==> src/rtl/muldiv_sequencer.sv <==
// muldiv_sequencer: iterative 32-step MULT/MULTU/DIV/DIVU engine with architectural HI/LO
module muldiv_sequencer #(
    parameter int WIDTH = 32
) (
    input  logic             clk,
    input  logic             rst_n,
    input  logic             start,
    input  logic [1:0]       op,
    input  logic [WIDTH-1:0] X,
    input  logic [WIDTH-1:0] Y,
    input  logic             mthi,
    input  logic             mtlo,
    output logic             busy,
    output logic             done,
    output logic             div_zero,
    output logic [WIDTH-1:0] HI,
    output logic [WIDTH-1:0] LO
);
    localparam int CW = $clog2(WIDTH);
    typedef enum logic [1:0] {S_IDLE, S_RUN, S_FIX, S_DZ} state_t;
    state_t             r_state;
    logic [CW-1:0]      r_cnt;
    logic               r_div, r_sx, r_sy, r_busy, r_done, r_dz;
    logic [2*WIDTH-1:0] r_acc;
    logic [WIDTH-1:0]   r_b, r_hi, r_lo;
    logic [WIDTH-1:0]   w_xmag, w_ymag, w_q, w_r;
    logic [WIDTH:0]     w_sum, w_up, w_diff;
    logic [2*WIDTH-1:0] w_step, w_prod;
    assign w_xmag = (op[0] && X[WIDTH-1]) ? -X : X;
    assign w_ymag = (op[0] && Y[WIDTH-1]) ? -Y : Y;
    assign w_sum  = {1'b0, r_acc[2*WIDTH-1:WIDTH]} + {1'b0, (r_acc[0] ? r_b : {WIDTH{1'b0}})};
    assign w_up   = {r_acc[2*WIDTH-1:WIDTH], r_acc[WIDTH-1]};
    assign w_diff = w_up - {1'b0, r_b};
    // divide: shift-subtract restoring step; multiply: conditional add then shift right
    assign w_step = r_div ? (w_diff[WIDTH] ? {w_up[WIDTH-1:0], r_acc[WIDTH-2:0], 1'b0}
                                           : {w_diff[WIDTH-1:0], r_acc[WIDTH-2:0], 1'b1})
                          : {w_sum, r_acc[WIDTH-1:1]};
    assign w_prod = (r_sx ^ r_sy) ? -r_acc : r_acc;
    assign w_q    = (r_sx ^ r_sy) ? -r_acc[WIDTH-1:0] : r_acc[WIDTH-1:0];
    assign w_r    = r_sx ? -r_acc[2*WIDTH-1:WIDTH] : r_acc[2*WIDTH-1:WIDTH];
    assign busy     = r_busy;
    assign done     = r_done;
    assign div_zero = r_dz;
    assign HI       = r_hi;
    assign LO       = r_lo;
    always_ff @(posedge clk or negedge rst_n) begin
        if (!rst_n) begin
            r_state <= S_IDLE;
            r_cnt   <= '0;
            r_div   <= 1'b0;
            r_sx    <= 1'b0;
            r_sy    <= 1'b0;
            r_busy  <= 1'b0;
            r_done  <= 1'b0;
            r_dz    <= 1'b0;
            r_acc   <= '0;
            r_b     <= '0;
            r_hi    <= '0;
            r_lo    <= '0;
        end else begin
            if (!r_busy && mthi) r_hi <= X;
            if (!r_busy && mtlo) r_lo <= X;
            case (r_state)
                S_IDLE: begin
                    r_done <= 1'b0;
                    r_busy <= 1'b0;
                    // busy still high here means this is the done cycle, so start is ignored
                    if (start && !r_busy) begin
                        r_busy  <= 1'b1;
                        r_dz    <= 1'b0;
                        r_div   <= op[1];
                        r_sx    <= op[0] & X[WIDTH-1];
                        r_sy    <= op[0] & Y[WIDTH-1];
                        r_b     <= op[1] ? w_ymag : w_xmag;
                        r_acc   <= {{WIDTH{1'b0}}, (op[1] ? w_xmag : w_ymag)};
                        r_cnt   <= '0;
                        r_state <= (op[1] && Y == '0) ? S_DZ : S_RUN;
                    end
                end
                S_RUN: begin
                    r_acc <= w_step;
                    r_cnt <= r_cnt + 1'b1;
                    if (r_cnt == CW'(WIDTH - 1)) r_state <= S_FIX;
                end
                S_FIX: begin
                    r_hi    <= r_div ? w_r : w_prod[2*WIDTH-1:WIDTH];
                    r_lo    <= r_div ? w_q : w_prod[WIDTH-1:0];
                    r_done  <= 1'b1;
                    r_state <= S_IDLE;
                end
                S_DZ: begin
                    r_done  <= 1'b1;
                    r_dz    <= 1'b1;
                    r_state <= S_IDLE;
                end
                default: r_state <= S_IDLE;
            endcase
        end
    end
endmodule

==> config.mk <==
export PLATFORM = sky130hd
export DESIGN_NAME = muldiv_sequencer
export DESIGN_NICKNAME = d
export VERILOG_FILES = /design/src/rtl/muldiv_sequencer.sv
export SDC_FILE = /design/constraint.sdc
export NUM_CORES = 1
export LEC_CHECK = 0
export ABC_AREA = 1
export CORE_MARGIN = 5
export CORE_UTILIZATION = 40
export CTS_CLUSTER_SIZE = 40
export DETAILED_ROUTE_END_ITERATION = 10
export DONT_BUFFER_PORTS = 1
export PLACE_DENSITY = 0.62
export RECOVER_POWER = 50
export SYNTH_ARGS = -nofsm -noshare
export SYNTH_HDL_FRONTEND = slang
export SYNTH_SLANG_ARGS = --single-unit
==> constraint.sdc <==
create_clock -name clk -period 5.7 [get_ports clk]
set_clock_uncertainty 0.05 [all_clocks]
set_input_delay 1.71 -clock clk [delete_from_list [all_inputs] [get_ports clk]]
set_output_delay 1.71 -clock clk [all_outputs]
set_load 0.02 [all_outputs]
==> results.py <==
metrics = {
    "sta": {
        "tns_ns": 0,
        "fmax_mhz": 216,
        "rsz0062_at_grt": "false",
        "hold_viol_final": 0,
        "relSlewSlack_pct": 5.03,
        "period_share_pct": 81.1,
        "slew_violations": 0,
        "layout_setup_ws_ns": 1.08,
        "hold_slack_ns": 0.471,
        "setup_viol": 0,
        "tightest_slew_ns": 1.42,
        "layout_min_cycle_time_ns": 4.62,
    },
    "yosys": {
        "avgSynthCellArea_um2": 5.74,
        "synth.net_count": 3382,
        "synth-seq-area-share_pct": 23.3,
        "ys_seq_elements": 173,
        "synth_cell_types": 51,
        "synth_area_um2": 18600,
        "synth_warnings": 0,
        "synthCells": 3239,
    },
    "global_route": {
        "grt_pass1_vias": 19400,
        "grt_usage_pct": 31.9,
        "antenna_found_initial": 2,
        "overflow": 0,
        "grt_max_degree": 174,
        "grt_pass1_wl_um": 123000,
    },
    "run": {
        "cap_violations": 0,
    },
    "cts": {
        "cts_tree": "built",
        "htree_levels": 4,
        "cts_sinks": 173,
        "clk_pin_slew_ns": 0.07,
        "post_cts.repair.setup_buffers": 0,
        "clk_latency_ns": 0.46,
        "cts_max_path_buffers": 2,
        "cts_resized": 0,
        "root_buffer": "clkbuf_16",
        "cts.hold.buffers_added": 0,
        "cts_buffers": 17,
    },
    "cells_and_area": {
        "multi_input_area_um2": 11900,
        "final_common_cell": "nand2_1",
        "fillCellCount": 5196,
        "final_cell_area_um2": 19700,
        "area_growth_pct": 5.82,
        "final_cell_mix": "nand2_1, inv_1, nand3_1",
        "nNetsFinal": 3315,
        "drive_gt1_share_pct": 3.30,
        "register_area_um2": 4330,
        "utilization_pct": 42.5,
    },
    "power": {
        "p_per_area_nw_per_um2": 684,
        "peakVddDrop_mv": 0.329,
        "leakage_uw": 0.0105,
    },
    "placed_design": {
        "place_ws_ns": 1.80,
        "dpl_cell_area_um2": 19100,
        "io_buffers": 0,
        "place.gp.congestion": 1.04,
        "place_hpwl_um": 67100,
    },
    "drt": {
        "drt_iter0_drc": 2834,
        "dr.pass1.iters": 6,
        "detail-route-antenna-nets": 0,
        "wl_per_cell_um": 22.0,
        "drt-total-wl_um": 83400,
        "vias": 21300,
        "vias_per_cell": 5.61,
        "route.detailed.drc": 0,
    },
    "run_status": {
        "status": "finished, final reports clean",
    },
    "floorplanning": {
        "coreArea_um2": 46300,
        "dieArea_um2": 50900,
        "ios": 138,
        "start_util_pct": 40.2,
        "fp.dieH_um": 226,
        "num_rows": 79,
        "fp.dieW_um": 226,
    },
    "setup_path": {
        "cp.arrival_ns": 4.96,
        "crit_type": "primary input to flip-flop",
        "critPathMaxFanout": 25,
        "required_ns": 6.04,
        "startpoint_type": "primary input",
        "cp-end-kind": "flip-flop",
    },
    "min_path": {
        "hold_class": "flip-flop to flip-flop",
    },
}
-- metrics by stage --
stage | total power [uW] | std cells
6_report | 13500 | 3793
2_1_floorplan | 9060 | 3239
3_5_place_dp | 11900 | 3760
3_3_place_gp | 11900 | 3760
5_1_grt | 14500 | 3792
4_1_cts | 13200 | 3792
-- metal layers --
layer  track usage [%]  routed length, um  vias up
met3              9.80               9680      178
met2              47.4              35700     1116
li1                  -                  -    10200
met1              43.8              34400     9783
met4              11.6               3650        0
met5                 0                  0        -
-- power breakdown --
part	total (uW)	internal (uW)	leakage, uW	switching, uW
registers	3180	1830	0.00213	1350
clock network	1290	712	0.000309	575
logic	8990	2750	0.00808	6240
total	13500	5290	0.0105	8170
-- cell families after synthesis --
kind of cell             count (synthesis)  synth area share (%)
AO/OA/AOI/OAI                          436                  13.6
AND/OR/NAND/NOR                       1877                  42.3
XOR/XNOR                                67                  3.16
buffers and inverters                  614                  12.7
flip-flops                             173                  23.3
adder cells (fa/ha/maj)                 72                  4.93
-- flip-flops by register name, summed over array words and instances (netlist names) --
| name | flops |
|---|---|
| r_acc | 64 |
| div_zero | 1 |
| done | 1 |
| r_sy | 1 |
| r_sx | 1 |
| r_b | 32 |
| busy | 1 |
| r_state | 2 |
| LO | 32 |
| r_div | 1 |
| HI | 32 |
| r_cnt | 5 |
-- cell usage after synthesis (all sizes together) --
| cell | instances | area share (%) |
|---|---|---|
| a211o | 1 | 0.047 |
| a21boi | 1 | 0.040 |
| a21o | 5 | 0.20 |
| a21oi | 137 | 3.7 |
| a22o | 2 | 0.094 |
| a22oi | 8 | 0.32 |
| a31oi | 8 | 0.27 |
| and2 | 12 | 0.40 |
| buf | 42 | 1.2 |
| clkbuf | 62 | 1.3 |
| clkinv | 2 | 0.040 |
| dfrtp | 173 | 23 |
| fa | 2 | 0.22 |
| ha | 70 | 4.7 |
| inv | 508 | 10 |
| nand2 | 1156 | 24 |
| nand3 | 314 | 8.5 |
| nand3b | 10 | 0.40 |
| nand4 | 65 | 2.2 |
| nor2 | 275 | 5.8 |
| nor3 | 30 | 0.90 |
| nor3b | 1 | 0.040 |
| nor4 | 4 | 0.13 |
| o2111ai | 1 | 0.047 |
| o211ai | 45 | 1.8 |
| o21ai | 175 | 4.7 |
| o21bai | 28 | 1.1 |
| o221ai | 19 | 0.90 |
| o22ai | 1 | 0.034 |
| o311ai | 3 | 0.14 |
| o31ai | 2 | 0.081 |
| or2 | 9 | 0.30 |
| or3 | 1 | 0.034 |
| xnor2 | 16 | 0.75 |
| xor2 | 51 | 2.4 |
-- path summary, 6_finish.rpt --
check / from / to / slack, ns / cells past startpoint
worst max-delay path: start / r_b[18]$_DFFE_PN0P_ / 1.08 / 7
worst min-delay path: r_cnt[4]$_DFFE_PN0P_ / r_cnt[4]$_DFFE_PN0P_ / 0.47 / 1
worst max register to register: busy$_DFFE_PN0N_ / r_b[18]$_DFFE_PN0P_ / 1.53 / 8
worst min register to register: r_cnt[4]$_DFFE_PN0P_ / r_cnt[4]$_DFFE_PN0P_ / 0.47 / 1
max in group asynchronous: rst_n / HI[23]$_DFFE_PN0P_ / 4.10 / 0
min in group asynchronous: rst_n / r_b[10]$_DFFE_PN0P_ / 0.92 / 0
-- critical path, stage by stage --
cell and delay [ns]:
nand3_1 0.05, clkbuf_1 0.58, nor2_1 0.25, clkbuf_1 0.90
clkinv_1 0.75, a21oi_1 0.53, a211o_1 0.16
-- area by class of cell --
class	count	share of cell area [%]
Multi-Input combinational cell	2452	60.5
Inverter	510	9.73
Clock inverter	14	0.941
Timing Repair Buffer	18	0.649
Antenna cell	1	0.0127
Clock buffer	18	2.23
Sequential cell	173	22.0
Tap cell	607	3.86
No activity file was read; power rests on OpenSTA's default activity.
